### config.mk
export PLATFORM = sky130hd
export DESIGN_NAME = stream_demux
export DESIGN_NICKNAME = d
export VERILOG_FILES = /design/src/rtl/stream_demux_pkg.sv /design/src/rtl/stream_demux.sv
export SDC_FILE = /design/constraint.sdc
export NUM_CORES = 1
export LEC_CHECK = 0
export ABC_AREA = 1
export BUFFER_PORTS_ARGS = -buffer_cell sky130_fd_sc_hd__buf_2
export CAP_MARGIN = 5
export CORE_MARGIN = 2
export CORE_UTILIZATION = 47
export CTS_BUF_LIST = sky130_fd_sc_hd__clkbuf_2
export DETAILED_ROUTE_END_ITERATION = 8
export GPL_TIMING_DRIVEN = 0
export HOLD_SLACK_MARGIN = 0.06
export PLACE_DENSITY = 0.8
export SLEW_MARGIN = 0
export SYNTH_ARGS = -nofsm -noshare
export SYNTH_HDL_FRONTEND = slang
export SYNTH_SLANG_ARGS = --single-unit
export TNS_END_PERCENT = 50
### constraint.sdc
create_clock -name clk -period 1.6 [get_ports clk]
set_clock_uncertainty 0.15 [all_clocks]
set_input_delay 0.32 -clock clk [delete_from_list [all_inputs] [get_ports clk]]
set_output_delay 0.32 -clock clk [all_outputs]
set_load 0.02 [all_outputs]
### src/rtl/stream_demux_pkg.sv
// stream_demux_pkg: holding-register state type and select range check for stream_demux
package stream_demux_pkg;
  typedef enum logic {EMPTY, FULL} demux_state_e;
  function automatic logic sel_valid(input int unsigned sel, input int unsigned num_out);
    return sel < num_out;
  endfunction
endpackage

### src/rtl/stream_demux.sv
// stream_demux: 1-to-NUM_OUT registered stream demux with saturating drop counter
// Define STREAM_DEMUX_SVA_EN to compile in the protocol assertions.
module stream_demux
  import stream_demux_pkg::*;
#(
  parameter int NUM_OUT = 4,
  parameter int DATA_W = 8,
  parameter int SEL_W = $clog2(NUM_OUT),
  parameter int CNT_W = 8
) (
  input  logic               clk,
  input  logic               rst,
  input  logic               in_valid,
  output logic               in_ready,
  input  logic [DATA_W-1:0]  in_data,
  input  logic [SEL_W-1:0]   in_sel,
  output logic [NUM_OUT-1:0] out_valid,
  input  logic [NUM_OUT-1:0] out_ready,
  output logic [DATA_W-1:0]  out_data,
  output logic [CNT_W-1:0]   drop_cnt
);
  demux_state_e state;
  logic [DATA_W-1:0] data_q;
  logic [SEL_W-1:0] dest_q;
  logic accept, sel_ok;
  assign in_ready = (state == EMPTY) || out_ready[dest_q];
  assign accept = in_valid && in_ready;
  assign sel_ok = sel_valid(32'(in_sel), NUM_OUT);
  assign out_data = data_q;
  // in_ready already folds in the drain of the held beat, so a non-storing cycle with in_ready high in FULL empties it
  always_ff @(posedge clk or posedge rst) begin
    if (rst) begin
      state <= EMPTY;
      data_q <= '0;
      dest_q <= '0;
      out_valid <= '0;
      drop_cnt <= '0;
    end else begin
      if (accept && sel_ok) begin
        state <= FULL;
        data_q <= in_data;
        dest_q <= in_sel;
        out_valid <= NUM_OUT'(1) << in_sel;
      end else if (state == FULL && out_ready[dest_q]) begin
        state <= EMPTY;
        out_valid <= '0;
      end
      if (accept && !sel_ok && drop_cnt != '1) drop_cnt <= drop_cnt + 1'b1;
    end
  end
`ifdef STREAM_DEMUX_SVA_EN
  a_onehot: assert property (@(posedge clk) disable iff (rst) $onehot0(out_valid))
    else $error("stream_demux: out_valid %b not onehot0", out_valid);
  a_drop_mono: assert property (@(posedge clk) disable iff (rst) !$past(rst) |-> drop_cnt >= $past(drop_cnt))
    else $error("stream_demux: drop_cnt decremented");
  for (genvar k = 0; k < NUM_OUT; k++) begin : g_sva
    a_stall: assert property (@(posedge clk) disable iff (rst)
      out_valid[k] && !out_ready[k] |=> $stable(out_data) && $stable(out_valid))
      else $error("stream_demux: lane %0d changed while stalled", k);
    a_route: assert property (@(posedge clk) disable iff (rst)
      accept && in_sel == SEL_W'(k) |=> out_valid[k] && out_data == $past(in_data))
      else $error("stream_demux: lane %0d misrouted", k);
  end
`endif
endmodule
==> results.md, run 1 <==
* Post-DP HPWL at 1263 um
* Design area at between 0.001 and 0.0015 mm^2
* Fillcell total at 159
* Worst setup SP type: flop
* Pre-CTS setup slack at between 8 and 9 ps
* Crit-path max FO at 4
* Total Routed Length at ~1700 um
* Worst path top cell family by delay: flip-flops
* Crit path arrival time at about 1200 ps
* DR WL/cell at around 11 um
* GPL Wtd Cong at 0.7479
* Num rows at 15
* WHS Endpoint: out_data[7]$_DFFE_PP0P_
* Status: finished with violations
* WHS Path Cells at 3
* Share of cells above drive strength 1 at 0.4737
* First-pass GRT wire length at between 2000 and 3000 um
* DRT iter0 DRCs at 4
* CTS tree: yes
* Crit path time final at between 1500 and 2000 ps
* Final-report hold violation count at 0
* Worst path max stage delay at 440 ps
* Final Cycle Share at 1.049
* Detailed-route via count at ~700
* H-tree Lvls at 1
* Slew Viols, Final at 0
* DRC violation count after routing at 0
* FF-to-FF setup slack at about 100 ps
* Max VDD drop at between 900 and 1000 uV
* Max clock buf depth at 2
* CP Cell Sequence: inv_2 > nand2_2 > nand3_2 > nand2_2 > nand2_4 > buf_6
* Mapped Area at about 800 um^2
* IO Port Bufs at 28
* Worst-Skew Late Latency at 260 ps
* Normalized max-slew margin at 0.6216
* Vert. Die Dim at between 40 and 50 um
* Initial antenna violation count at 0
* Clock Tree Root: clkbuf_2
* Most used cell, CP: nand2_2
* Total power at 1824 uW
* Layout area overhead at 29.89%
* Number of setup violations in the final report at 1
* RSZ-0062 raised after global routing: yes
* Reg2reg end: out_data[5]$_DFFE_PP0P_
* Chip width at between 40 and 50 um
* Total of warnings raised by yosys at 0
* Measured slew at the worst slew-check pin at ~570 ps
* Nets at approximately 150
* Cell variety after synth at 14
* Detail Route met3 WL at 61 um
* Failing checks: setup timing
* DP Area at around 1000 um^2
* Wl on met1 at 719 um
* Core ar. at 0.001670 mm^2
* Top Metal Used: met4
* # IOs at 38
* Synth Register Bits at 15
* Min-delay src: in_data[7]
* Worst min-delay path class: in2reg
* Gr usage total at 0.1788
* Metal2 WL at 897 um
* Router iterations before antenna repair at 4
* CP max stage cell: dfrtp_1
* Grt ovf at 0
* Fmax at 0.5957 GHz
* LEAKAGE at ~0.00063 uW
* CP required at 1130 ps
* ANT nets after route at 0
* CTS buffer count at 3
* PwrDens at 1729 mW/mm^2
* Util after Layout at 0.6315
* Pin count of the biggest net entering global routing at 16
* Vias per std cell at approximately 4.7
* Initial Util at 0.4861
* ANT cells at 0
* Worst Reg-to-Reg Cells at 9
* CP Capture Type: output port
* MaxCap Viol Count at 0
* RR Startpoint: dest_q[0]$_DFFE_PP0P_
* Average size of a mapped cell at approximately 9 um^2
* Sequential Area at around 380 um^2
* DIE AREA at 0.002076 mm^2
* Final worst setup slack at -78.59 ps
* Worst-path clk slew at roughly 140 ps
* Seq/Total Area, Yosys at 0.4622
* Vias in the first global route at between 500 and 600
* Cells after Synth at 90
* Crit Path Class: reg2out
* Area of the multi-input gates at 354.1 um^2
* Clock sinks at 15
* Buf+Inv Stages, Crit Path at 2
## tightest hold or removal path, cell delays in order
cell     delay (ps)
buf_2           100
nand3_2          60
nand2_1          40
## stage by stage
| step | hold slack (ps) | std cells | TNS (ps) |
|---|---|---|---|
| after detailed placement | 252.4 | 142 | 0 |
| after global routing | 83.09 | 150 | -149.4 |
| after floorplan | 71.48 | 97 | 0 |
| after global placement | 232.2 | 142 | 0 |
| after CTS | 101.0 | 150 | -555.2 |
| final | 115.2 | 150 | -78.59 |
## how the worst max path moves through the flow
stage | startpoint | end | slack, ps | cells past startpoint
after floorplan | dest_q[0]$_DFFE_PP0P_ | in_ready | 260 | 6
after global placement | dest_q[0]$_DFFE_PP0P_ | in_ready | 50 | 7
after detailed placement | dest_q[0]$_DFFE_PP0P_ | in_ready | 8 | 7
after CTS | dest_q[0]$_DFFE_PP0P_ | in_ready | -80 | 6
after global routing | dest_q[0]$_DFFE_PP0P_ | in_ready | -150 | 6
final | dest_q[0]$_DFFE_PP0P_ | in_ready | -80 | 6
## cells in the final DEF, fill, tap and decap left out, drive strengths merged
cell	count
nand3b	2
dfrtp	15
clkinv	1
nand3	19
nand2	34
buf	42
nor2	2
or2	1
conb	8
inv	5
dlygate4sd3	1
clkbuf	3
## area by class of cell
type                       count  share of cell area
sequential                    15              0.3559
tap                           17             0.02017
multi-input combinational     66              0.3357
timing repair buffer          33              0.1803
clock buffer                   3             0.01423
clock inverter                 1            0.004745
inverter                       5             0.01779
buffer                        10             0.07117
## power by group
group	leakage [uW]	internal [uW]	total, uW	switching [uW]
clock network	0.0000164	56.6	171	114
registers	0.000187	547	659	112
logic	0.000425	375	994	619
total	0.000628	979	1820	845
## repair_timing
action	CTS	global route
resized for setup	4	1
hold buffers	1	0
pin swaps	2	0
gates cloned	0	0
buffers inserted	4	1
endpoints found under the hold margin	15	0
setup endpoints to repair	1	11
## cell usage after synthesis
master / count / area share
nand2_2: 1 / 0.0077
nand3_1: 9 / 0.055
nand2_4: 2 / 0.028
or2_2: 1 / 0.0077
dfrtp_1: 15 / 0.46
nand3_2: 10 / 0.12
inv_2: 1 / 0.0046
conb_1: 1 / 0.0046
buf_4: 10 / 0.092
nor2_1: 2 / 0.0092
nand2_1: 31 / 0.14
buf_12: 1 / 0.025
inv_1: 4 / 0.018
nand3b_1: 2 / 0.018
## layer usage
layer	vias to the layer above	GRT usage
met5	-	0
met4	0	0.1059
met3	2	0.03571
met2	18	0.2761
met1	330	0.2298
li1	354	-
## registers in the layout, summed over array words and instances, names as in the netlist
signal and flops:
out_valid 4, out_data 8, dest_q 2, state 1
## cells by family (layout without fill, tap and decap cells)
group / Yosys count / after routing / synth area share
other: 1 / 8 / 0.004618
AND/OR/NAND/NOR: 58 / 58 / 0.3929
flip-flops: 15 / 15 / 0.4622
buffers and inverters: 16 / 52 / 0.1402
Power figures use the tool's default switching activity.
==> run 2: changes to the inputs <==
ABC_AREA = not set   (was 1)
CORE_UTILIZATION = 44   (was 47)
CTS_BUF_LIST = not set   (was sky130_fd_sc_hd__clkbuf_2)
PLACE_DENSITY = 0.76   (was 0.8)
SLEW_MARGIN = 20   (was 0)
==> results.md, run 2 <==
* Main flop type after synthesis: dfrtp_1
* Sequential Area at 375.4 um^2 (unchanged)
* Number of setup violations in the final report at 14 (+13)
* Vert. Die Dim at 45.89 um (+0.70%)
* Failing checks: setup timing
* Largest register FFs at 8 (unchanged)
* Initial antenna violation count at 0 (unchanged)
* Clock Power Share at 0.132 (+0.038)
* Chip width at 45.89 um (+0.70%)
* ANT cells at 0 (unchanged)
* Clock sinks at 15 (unchanged)
* DP Cell Count at 114 (-20%)
* MaxCap Viol Count at 0 (unchanged)
* First-pass GRT wire length at 2339 um (-8.4%)
* Clock Tree Root: clkbuf_4
* Grt ovf at 0 (unchanged)
* Buf+Inv Stages, Crit Path at 3 (+1)
* FF-to-FF setup slack at -300 ps (-400 ps)
* Total Routed Length at 1613 um (-5.1%)
* Yosys top cell by area: dfrtp_1
* Num rows at 15 (unchanged)
* Final-report hold violation count at 0 (unchanged)
* Post-synth top cells: dfrtp_1 (15), buf_4 (8), inv_1 (7)
* # IOs at 38 (unchanged)
* DRT iter0 DRCs at 14 (+10)
* H-tree Lvls at 1 (unchanged)
* Router iterations before antenna repair at 4 (unchanged)
* DR WL/cell at 13.01 um (+15%)
* Pin count of the biggest net entering global routing at 16 (unchanged)
* Nets at 125 (-17%)
* Vias per std cell at 4.823 (+2.8%)
* Final Cycle Share at 1.190 (+0.1410)
* Worst-Skew Late Latency at 300 ps (+40 ps)
* Slew Viols, Final at 0 (unchanged)
* CP Capture Type: flop
* Synth top area share at 0.4862 (+0.02397)
* Core ar. at 0.001689 mm^2 (+1.1%)
* Normalized max-slew margin at 0.6137 (-0.007895)
* Busiest metal layer after global routing: met2
* Layout area overhead at 44.57%
* Detailed-route via count at 598 (-15%)
* Most frequent cells in the layout: buf_2 (28), dfrtp_1 (15), buf_4 (11), mux2_4 (8), conb_1 (8)
* Most repeated cell in the gate-level netlist after synthesis: dfrtp_1
* Worst path top cell family by delay: multiplexers
* Crit Path Class: reg2reg
* RSZ-0062 raised after global routing: yes
* Worst setup SP type: flop
* Status: finished with violations
* Cell-internal power at 1058 uW (+8.1%)
* CTS buffer count at 3 (unchanged)
* Area of the multi-input gates at 359.1 um^2 (+1.4%)
* Max VDD drop at 1052 uV (+13%)
* Met2 Use GR at 0.2639 (-0.01217)
* CTS tree: yes
* Crit path time final at 1904 ps (+225.6 ps)
* PwrDens at 1511 mW/mm^2 (-13%)
* CP Cell Sequence: buf_6 > mux2_4 > o221ai_4 > buf_4 > buf_16 > mux2_4
* Share of cells above drive strength 1 at 0.6075 (+0.1338)
* DIE AREA at 0.002105 mm^2 (+1.4%)
* Worst path max stage delay at 410 ps (-30 ps)
* Fillcell total at 141 (-11%)
* Vias in the first global route at 517 (-11%)
* Met1 Use GR at 0.1985 (-0.03129)
* Number of synthesized flops with an enable pin at 0 (unchanged)
* Synth area leaders: dfrtp_1 (49%), mux2_4 (12%), buf_4 (7.8%), mux2_2 (7.3%), o32ai_1 (4.5%)
* ANT nets after route at 0 (unchanged)
* Worst min-delay path class: in2reg
* Psw at 628.8 uW (-26%)
* Final worst setup slack at -304.2 ps (-225.6 ps)
* Crit-path max FO at 5 (+1)
* Sequential Power Share at 0.343 (-0.018)
* Mapped Area at 772.0 um^2 (-4.9%)
* Gr usage total at 0.1649 (-0.01391)
* Seq/Total Area, Yosys at 0.4862 (+0.02397)
* Layout Cells excl Fill at 124 (-17%)
* IO Port Bufs at 29 (+3.6%)
* Share of flip-flops with an asynchronous set or reset at 1.000 (unchanged)
* LEAKAGE at 0.0005882 uW (-6.4%)
* CP max stage cell: dfrtp_1
* Measured slew at the worst slew-check pin at 578.9 ps (+11.83 ps)
* GPL Wtd Cong at 0.6529 (-13%)
* Cell variety after synth at 20 (+6)
* Worst-path clk slew at 90 ps (-50 ps)
* Fin Hold WS at 96.11 ps (-19.12 ps)
* Cells after Synth at 61 (-32%)
* Sw Share at 0.3728 (-0.09071)
* Commonest non-fill, non-tap cell in the layout: buf_2
* Pre-CTS setup slack at -216.0 ps (-224.1 ps)
* Initial Util at 0.4570 (-0.02911)
* Average size of a mapped cell at 12.66 um^2 (+40%)
* Total of warnings raised by yosys at 0 (unchanged)
* DRC violation count after routing at 0 (unchanged)
* Post-DP HPWL at 1121 um (-11%)
* Combinational Power Share at 0.524 (-0.021)
* Fmax at 0.5252 GHz (-12%)
* Max clock buf depth at 2 (unchanged)
* Grt met3 use at 0.05952 (+0.02381)
* CP required at 1640 ps (+510 ps)
* Synth Register Bits at 15 (unchanged)
* Most used cell, CP: mux2_4
* Crit path arrival time at 1950 ps (+740 ps)
[run 2: cell types whose count changed in the layout (fill, tap and decap cells not counted), moves of 3 or more]
cell and change:
clkbuf_4 +3, nand3_1 -9, mux2_4 +8, o32ai_1 +3, nand2_1 -27, nand2_2 -3
nand3_2 -10, clkbuf_2 -3, inv_1 +3, mux2_2 +3
[run 2: logic make-up after synthesis]
| group | synth area share |
|---|---|
| compound gates | 0.1248 |
| buf+inv | 0.1313 |
| flops | 0.4862 |
| mux | 0.2026 |
| other cells | 0.004858 |
| simple gates | 0.05026 |
[run 2: power by group through the flow]
stage | combinational [uW] | clock (uW) | sequential, uW
2_1_floorplan | 391 | 0 | 710
6_report | 884 | 223 | 579
4_1_cts | 846 | 227 | 579
3_5_place_dp | 702 | 0 | 593
3_3_place_gp | 687 | 0 | 581
5_1_grt | 951 | 235 | 594
[run 2: path summary, 6_finish.rpt]
kind                       cells after the start                  endpoint               startpoint
max                                            6     dest_q[0]$_DFFE_PP0P_    dest_q[0]$_DFFE_PP0P_
min                                            2   out_data[4]$_DFFE_PP0P_               in_data[4]
max reg2reg                                    6     dest_q[0]$_DFFE_PP0P_    dest_q[0]$_DFFE_PP0P_
min reg2reg                                    1   out_data[5]$_DFFE_PP0P_  out_data[5]$_DFFE_PP0P_
max in group asynchronous                      3     dest_q[1]$_DFFE_PP0P_                      rst
min in group asynchronous                      3  out_valid[3]$_DFFE_PP0P_                      rst
[run 2: cell type report]
type	count	area share
well taps	17	0.01906
clock buffers	3	0.02018
flip-flops and latches	15	0.3363
inverters	7	0.02354
plain buffers	9	0.06726
repair buffers	35	0.2074
multi-input cells	37	0.3217
clock inverters	1	0.004484
[run 2: per-stage QoR]
stage | instance area (um^2) | total power (uW) | setup TNS, ps | utilization
global route | 1116 | 1780 | -3817 | 0.6607
detailed placement | 968.4 | 1295 | -1647 | 0.5733
finish | 1116 | 1687 | -3049 | 0.6607
global placement | 968.4 | 1267 | -1465 | 0.5733
floorplan | 802.0 | 1100 | -702.0 | -
CTS | 1094 | 1652 | -2800 | 0.6474
[run 2: timing repair]
action / 4_1_cts / 5_1_grt
resized for setup: 6 / 4
hold endpoints to repair: 15 / 0
endpoints found under the setup margin: 14 / 14
gates cloned: 1 / 0
setup buffers: 4 / 0
hold buffers: 1 / 0
pin swaps: 1 / 0
[run 2: routing by layer]
layer / share of wire / vias to the layer above
met5: 0 / -
met1: 0.38 / 280
met4: 0.021 / 0
met2: 0.53 / 21
li1: - / 291
met3: 0.064 / 6
